**src/rtl/ldm_stm_sequencer_if.sv**
```systemverilog
// rtl/ldm_stm_sequencer_if.sv - memory and register-file access bus of the block-transfer sequencer
interface ldm_stm_sequencer_if;
  logic        mem_req;
  logic        mem_we;
  logic [31:0] mem_addr;
  logic        mem_ready;
  logic [3:0]  reg_idx;
  logic        reg_wr;
  logic        reg_rd;

  modport master (
    output mem_req, mem_we, mem_addr, reg_idx, reg_wr, reg_rd,
    input  mem_ready
  );

  modport slave (
    input  mem_req, mem_we, mem_addr, reg_idx, reg_wr, reg_rd,
    output mem_ready
  );
endinterface

```
**src/rtl/ldm_stm_sequencer.sv**
```systemverilog
// rtl/ldm_stm_sequencer.sv - LDM/STM block transfer sequencer (IA/IB/DA/DB, optional writeback)
module ldm_stm_sequencer (
  input  logic                       clk,
  input  logic                       rst,
  input  logic                       start,
  input  logic [15:0]                reg_list,
  input  logic [31:0]                base_addr,
  input  logic                       p_bit,
  input  logic                       u_bit,
  input  logic                       w_bit,
  input  logic                       l_bit,
  ldm_stm_sequencer_if.master        bus,
  output logic                       busy,
  output logic                       done,
  output logic                       wb_en,
  output logic [31:0]                wb_addr
);

  typedef enum logic [1:0] {
    IDLE  = 2'd0,
    SETUP = 2'd1,
    XFER  = 2'd2,
    DONE  = 2'd3
  } state_t;

  state_t      state, state_next;

  // Instruction fields captured with start; the live inputs are ignored afterwards
  logic [15:0] list_q;
  logic [31:0] base_q;
  logic        p_q, u_q, w_q, l_q;

  // Transfer datapath
  logic [15:0] mask_q;
  logic [31:0] addr_q;
  logic [3:0]  idx_q;
  logic [31:0] wb_q;
  logic        empty_q;

  logic [4:0]  n_regs;
  logic [31:0] n_bytes;
  logic [31:0] first_addr;
  logic [31:0] final_base;
  logic [15:0] mask_clr;

  function automatic logic [4:0] popcount16(input logic [15:0] v);
    logic [4:0] c;
    c = '0;
    for (int i = 0; i < 16; i++) begin
      c = c + {4'd0, v[i]};
    end
    return c;
  endfunction

  // Scanning downward leaves the lowest set index; an empty mask yields 0
  function automatic logic [3:0] lowest_bit(input logic [15:0] v);
    logic [3:0] r;
    r = '0;
    for (int i = 15; i >= 0; i--) begin
      if (v[i]) r = 4'(i);
    end
    return r;
  endfunction

  // Address arithmetic: every mode walks upward, so decrementing modes start below the base
  always_comb begin
    n_regs  = popcount16(list_q);
    n_bytes = {25'd0, n_regs, 2'b00};
    case ({u_q, p_q})
      2'b10:   first_addr = base_q;
      2'b11:   first_addr = base_q + 32'd4;
      2'b00:   first_addr = base_q - n_bytes + 32'd4;
      default: first_addr = base_q - n_bytes;
    endcase
    final_base = u_q ? (base_q + n_bytes) : (base_q - n_bytes);
    mask_clr   = mask_q & (mask_q - 16'd1);
  end

  // State register
  always_ff @(posedge clk) begin
    if (rst) state <= IDLE;
    else     state <= state_next;
  end

  // Next-state and bus outputs
  always_comb begin
    state_next   = state;
    busy         = 1'b0;
    done         = 1'b0;
    wb_en        = 1'b0;
    bus.mem_req  = 1'b0;
    bus.mem_we   = 1'b0;
    bus.reg_wr   = 1'b0;
    bus.reg_rd   = 1'b0;
    bus.mem_addr = addr_q;
    bus.reg_idx  = idx_q;
    wb_addr      = wb_q;
    case (state)
      IDLE: begin
        if (start) state_next = SETUP;
      end
      SETUP: begin
        busy       = 1'b1;
        state_next = (n_regs == 5'd0) ? DONE : XFER;
      end
      XFER: begin
        busy        = 1'b1;
        bus.mem_req = 1'b1;
        bus.mem_we  = ~l_q;
        bus.reg_rd  = ~l_q;
        bus.reg_wr  = l_q & bus.mem_ready;
        if (bus.mem_ready && mask_clr == 16'd0) state_next = DONE;
      end
      default: begin
        busy       = 1'b1;
        done       = 1'b1;
        wb_en      = w_q & ~empty_q;
        state_next = IDLE;
      end
    endcase
  end

  // Capture on start, compute plan in SETUP, advance one register per completed access
  always_ff @(posedge clk) begin
    if (rst) begin
      list_q  <= '0;
      base_q  <= '0;
      p_q     <= 1'b0;
      u_q     <= 1'b0;
      w_q     <= 1'b0;
      l_q     <= 1'b0;
      mask_q  <= '0;
      addr_q  <= '0;
      idx_q   <= '0;
      wb_q    <= '0;
      empty_q <= 1'b0;
    end else begin
      case (state)
        IDLE: begin
          if (start) begin
            list_q <= reg_list;
            base_q <= base_addr;
            p_q    <= p_bit;
            u_q    <= u_bit;
            w_q    <= w_bit;
            l_q    <= l_bit;
          end
        end
        SETUP: begin
          mask_q  <= list_q;
          addr_q  <= first_addr;
          idx_q   <= lowest_bit(list_q);
          wb_q    <= final_base;
          empty_q <= (n_regs == 5'd0);
        end
        XFER: begin
          if (bus.mem_ready) begin
            mask_q <= mask_clr;
            addr_q <= addr_q + 32'd4;
            idx_q  <= lowest_bit(mask_clr);
          end
        end
        default: ;
      endcase
    end
  end

endmodule

```
**src/flat_wrapper.sv**
```systemverilog
// flat-port wrapper written by rule: the top's interface ports become plain ports
module ldm_stm_sequencer_flat 
  (clk, rst, start, reg_list, base_addr, p_bit, u_bit, w_bit, l_bit, busy, done, wb_en, wb_addr, bus_mem_req, bus_mem_we, bus_mem_addr, bus_reg_idx, bus_reg_wr, bus_reg_rd, bus_mem_ready);
  ldm_stm_sequencer_if bus_i ();
  input  logic clk;
  input  logic rst;
  input  logic start;
  input  logic [15:0] reg_list;
  input  logic [31:0] base_addr;
  input  logic p_bit;
  input  logic u_bit;
  input  logic w_bit;
  input  logic l_bit;
  output logic busy;
  output logic done;
  output logic wb_en;
  output logic [31:0] wb_addr;
  output wire logic [$bits(bus_i.mem_req)-1:0] bus_mem_req;
  output wire logic [$bits(bus_i.mem_we)-1:0] bus_mem_we;
  output wire logic [$bits(bus_i.mem_addr)-1:0] bus_mem_addr;
  output wire logic [$bits(bus_i.reg_idx)-1:0] bus_reg_idx;
  output wire logic [$bits(bus_i.reg_wr)-1:0] bus_reg_wr;
  output wire logic [$bits(bus_i.reg_rd)-1:0] bus_reg_rd;
  input wire logic [$bits(bus_i.mem_ready)-1:0] bus_mem_ready;
  assign bus_mem_req = bus_i.mem_req;
  assign bus_mem_we = bus_i.mem_we;
  assign bus_mem_addr = bus_i.mem_addr;
  assign bus_reg_idx = bus_i.reg_idx;
  assign bus_reg_wr = bus_i.reg_wr;
  assign bus_reg_rd = bus_i.reg_rd;
  assign bus_i.mem_ready = bus_mem_ready;
  ldm_stm_sequencer u_core (.clk(clk), .rst(rst), .start(start), .reg_list(reg_list), .base_addr(base_addr), .p_bit(p_bit), .u_bit(u_bit), .w_bit(w_bit), .l_bit(l_bit), .bus(bus_i), .busy(busy), .done(done), .wb_en(wb_en), .wb_addr(wb_addr));
endmodule
```
**config.mk**
```make
export PLATFORM = sky130hd
export DESIGN_NAME = ldm_stm_sequencer_flat
export DESIGN_NICKNAME = d
export VERILOG_FILES = /design/src/rtl/ldm_stm_sequencer_if.sv /design/src/rtl/ldm_stm_sequencer.sv /design/src/flat_wrapper.sv
export SDC_FILE = /design/constraint.sdc
export NUM_CORES = 1
export LEC_CHECK = 0
export ABC_AREA = 1
export BUFFER_PORTS_ARGS = -buffer_cell sky130_fd_sc_hd__buf_2
export CELL_PAD_IN_SITES_DETAIL_PLACEMENT = 1
export CELL_PAD_IN_SITES_GLOBAL_PLACEMENT = 2
export CORE_ASPECT_RATIO = 1.25
export CORE_MARGIN = 5
export CORE_UTILIZATION = 34
export CTS_BUF_LIST = sky130_fd_sc_hd__clkbuf_16
export DETAILED_ROUTE_END_ITERATION = 8
export HOLD_SLACK_MARGIN = 0.03
export PLACE_DENSITY = 0.85
export RECOVER_POWER = 25
export SYNTH_ARGS = -nofsm -noshare
export SYNTH_HDL_FRONTEND = slang
export SYNTH_SLANG_ARGS = --single-unit
```
**constraint.sdc**
```tcl
create_clock -name clk -period 16.55 [get_ports clk]
set_input_delay 3.31 -clock clk [delete_from_list [all_inputs] [get_ports clk]]
set_output_delay 3.31 -clock clk [all_outputs]
set_load 0.03 [all_outputs]
```
Word level (Yosys, flattened, before mapping)
Cells that the tools add are included.
- flip-flop bits (word level): 139
- input bits: 56
- output and inout port bits: 75
- logic and storage cells: 105
- $add $sub $neg: 21
- equality and inequality tests: 7
- muxes and demuxes: 50
- bitwise gates (word level): 5
- reductions and logical operators: 10
- operator list (kind ; number):
    4-bit 2-to-1 mux ; 33
    32-bit by 3-bit adder with 32-bit output, second input constant ; 3
    32-bit one-hot mux with 3 select lines ; 1
    5-bit by 1-bit adder with 5-bit output ; 14
    32-bit 2-to-1 mux ; 2
    32-bit one-hot mux with 2 select lines ; 1
    32-bit by 7-bit adder with 32-bit output ; 1
    16-bit one-hot mux with 2 select lines ; 1
    32-bit by 7-bit subtractor with 32-bit output ; 1
    16-bit AND ; 1
    16-bit zero test ; 1
    16-bit 2-to-1 mux ; 1
    16-bit by 1-bit subtractor with 16-bit output, second input constant ; 1
    4-bit one-hot mux with 2 select lines ; 1
    1-bit 2-to-1 mux ; 7
    2-bit equality test, second input constant ; 3
    2-bit one-hot mux with 3 select lines ; 1
    2-bit AND reduction ; 3
    5-bit zero test ; 1
    2-bit zero test ; 2
    2-bit 2-to-1 mux ; 2
    2-bit != test, second input constant ; 2
    3-bit OR reduction ; 1
    1-bit by 1-bit adder with 2-bit output ; 1
    other kinds (6) ; 8

Depth between registers and ports, before layout
- depth after elaboration: 20
- gate-level depth with buffers: 38
- depth with buffers taken out: 37

Worst setup path after synthesis
Ideal clock, no wire load.
- path kind: in2out
- start: input bus_mem_ready
- end: output bus_reg_wr
- data arrival time: 3.802 ns
- required time: 13.240 ns
- path slack: 9.438 ns
- cell stages on the path: 2
- buffers on the path: 0
- cell sequence: nand2_1 nor2_1
- cells in the longest elaborated chain, start to end: 2
- ends and longest elaborated chain (element ; RTL line ; source):
    start, declared ; flat_wrapper.sv:24 ; input wire logic [$bits(bus_i.mem_ready)-1:0] bus_mem_ready;
    1-bit AND ; ldm_stm_sequencer.sv:111 ; bus.reg_wr = l_q & bus.mem_ready;
    1-bit 2-to-1 mux ; ldm_stm_sequencer.sv:98 ; case (state)
    end, declared ; flat_wrapper.sv:22 ; output wire logic [$bits(bus_i.reg_wr)-1:0] bus_reg_wr;
No other way between the ends.

Worst setup path in the final report
Same ends and word-level chain as after synthesis.

==> reports/qor.csv <==
metric,value,unit
worst setup margin,9220,ps
Reg area,2780,sq um
placed standard-cell area,12000,sq um
Setup Crit Path Kind,input port to primary output,
drt pass-1 iters,5,
Cell variety after synth,55,
Syn Area/Cell,6.18,sq um
"Design Area, Final",12500,sq um
CTS Hold Bufs,0,
wire per inst,19.8,um
DP Worst Slack,9240,ps
Area growth syn-to-layout,12.0,%
Slew @ Worst Pin,2200,ps
Port Buffer Count,130,
H-Tree Depth,4,
Final Slew Violations,43,
sink count of the clock tree,139,
synthesis-stage register bit count,139,
Post-CTS Setup Inserts,0,
"Clk Latency, worst-skew pair",440,ps
Critical Path RT,13240,ps
"Async S/R FF share, synth",0,%
Synth Flop Type,dfxtp_1,
clock buffer depth,2,
vias in the first global route,12595,
chip width,172,um
synth top area cells,"dfxtp_1 25%, nand2_1 15%, a21oi_1 8.7%, o21ai_0 7.1%, inv_1 6.2%",
Syn Std Cell Area,11200,sq um
Final ANT Viol Nets,0,
core area,32600,sq um
DRT Wirelength,45.8,mm
Die ar.,36600,sq um
violated checks,"max-capacitance violations, max-slew violations",
GRT Total Usage,24.7,%
Final TNS setup,0,ps
Synth Net Count,1902,
Max Cap Viol,1,
"EDFF count, synth",0,
multi-input logic area,7200,sq um
ant diodes,0,
Filler cells,4408,
"commonest cells after routing, fill and taps aside","434 x nand2_1, 194 x a21oi_1, 185 x inv_1",
height of the die,213,um
Vias/cell,5.42,
Worst Setup Start Kind,input port,
RSZ-0062 raised after global routing,no,
normalized max-slew margin,-46.3,%
final period utilization,44.3,%
"Hold Vio Cnt, Final",0,
# resized after CTS,0,
final setup fails,0,
Mapped Cells,1809,
largest area contributor in the netlist,dfxtp_1,
Yosys warning count,0,
Setup Skew,11.2,ps
run status,"finished, violations left",
clock transition at the registers of the reported paths,70,ps
largest net degree at the start of global routing,116,
total I/O pin count,131,
Hold/Removal Path Class,register to register,
DRC viols,0,
# rows,74,
register area share after synthesis,24.9,%
global-route wire length before repair,71.0,mm
Num CTS Buffers,17,
initial cell density of the core,34.3,%
DR iter-0 viols,705,
worst-path maximum fanout,3,
total number of vias,12520,
initial antenna violation count,0,
"most common cell after layout, fill and taps aside",nand2_1,
Worst Path Arrival,4020,ps
nets,1971,
Final GP Congestion,0.944,
fmax,136,MHz
clock root buffer,clkbuf_16,
min cycle time layout,7330,ps
share of cells above drive strength 1,12.3,%
CP Capture Type,primary output,
CTS tree,yes,
Synth top area share,24.9,%
Post-DP HPWL,34.9,mm
GRT overflow,0,
-- area by class of cell --
class | instances | area share (%)
clock buffer | 17 | 3.40
tap | 418 | 4.17
clock inverter | 15 | 1.19
inverter | 204 | 6.14
sequential | 139 | 22.2
timing repair buffer | 143 | 5.43
multi-input combinational | 1373 | 57.5
-- synthesized netlist by cell type, drive strengths merged (2+ instances only) --
library cell / count
or2: 5
a221oi: 3
clkbuf: 71
a21oi: 199
o21ai: 168
dfxtp: 139
nor3: 35
o21bai: 4
fa: 12
nor4: 10
o22ai: 3
ha: 25
xor2: 29
nand2: 468
nor2: 190
clkinv: 7
o31ai: 3
o211ai: 40
buf: 22
and2: 3
a311oi: 2
nand3: 117
a31oi: 10
o221ai: 2
nand4: 36
inv: 197
-- per-stage QoR --
step	std cells	hold slack, ps	util (%)
floorplan	1809	445	-
global placement	2277	453	36.9
detailed placement	2277	460	36.9
CTS	2309	471	38.7
global route	2309	486	38.4
finish	2309	470	38.4
-- critical path, stage by stage --
cell and delay [ps]:
buf_2 110, nand2_1 110, nor2_1 240, buf_2 240
-- cells by family (layout without fill, tap and decap cells) --
logic type                 after synthesis  count (layout)  synth area share (%)
AOI/OAI and AO/OA                      440             440                  21.5
xor gates and xnor gates                30              30                  2.35
adders and majority gates               37              37                  4.95
buffers and inverters                  297             379                  10.8
DFF                                    139             139                  24.9
and+or+nand+nor                        866             866                  35.4
-- path summary, 6_finish.rpt --
check | to | from | slack (ps) | depth (start not counted)
setup / recovery | bus_reg_wr | bus_mem_ready | 9220 | 4
hold reg to reg | u_core.mask_q[4]$_SDFFE_PP0P_ | u_core.mask_q[4]$_SDFFE_PP0P_ | 470 | 2
hold / removal | u_core.mask_q[4]$_SDFFE_PP0P_ | u_core.mask_q[4]$_SDFFE_PP0P_ | 470 | 2
setup reg to reg | u_core.bus.mem_addr[29]$_SDFFE_PP0P_ | u_core.list_q[0]$_SDFFE_PP0P_ | 9830 | 31
-- metal layers --
layer | track usage (%) | wire, um | vias to the layer above
met5 | 0 | 0 | -
met4 | 6.45 | 892 | 0
met2 | 44.0 | 23000 | 269
met3 | 2.93 | 1660 | 43
li1 | - | - | 6133
met1 | 31.7 | 20200 | 6075
-- flip-flops by register name (all words and copies together), names as in the netlist --
name                 count
u_core.mask_q           16
u_core.empty_q           1
u_core.w_q               1
u_core.bus.reg_idx       4
u_core.state             2
u_core.p_q               1
u_core.bus.mem_addr     32
u_core.list_q           16
u_core.l_q               1
u_core.wb_addr          32
u_core.u_q               1
u_core.base_q           32
Power is not shown: default switching activity piles up to over one toggle a cycle in this logic, so the estimate is an artifact.
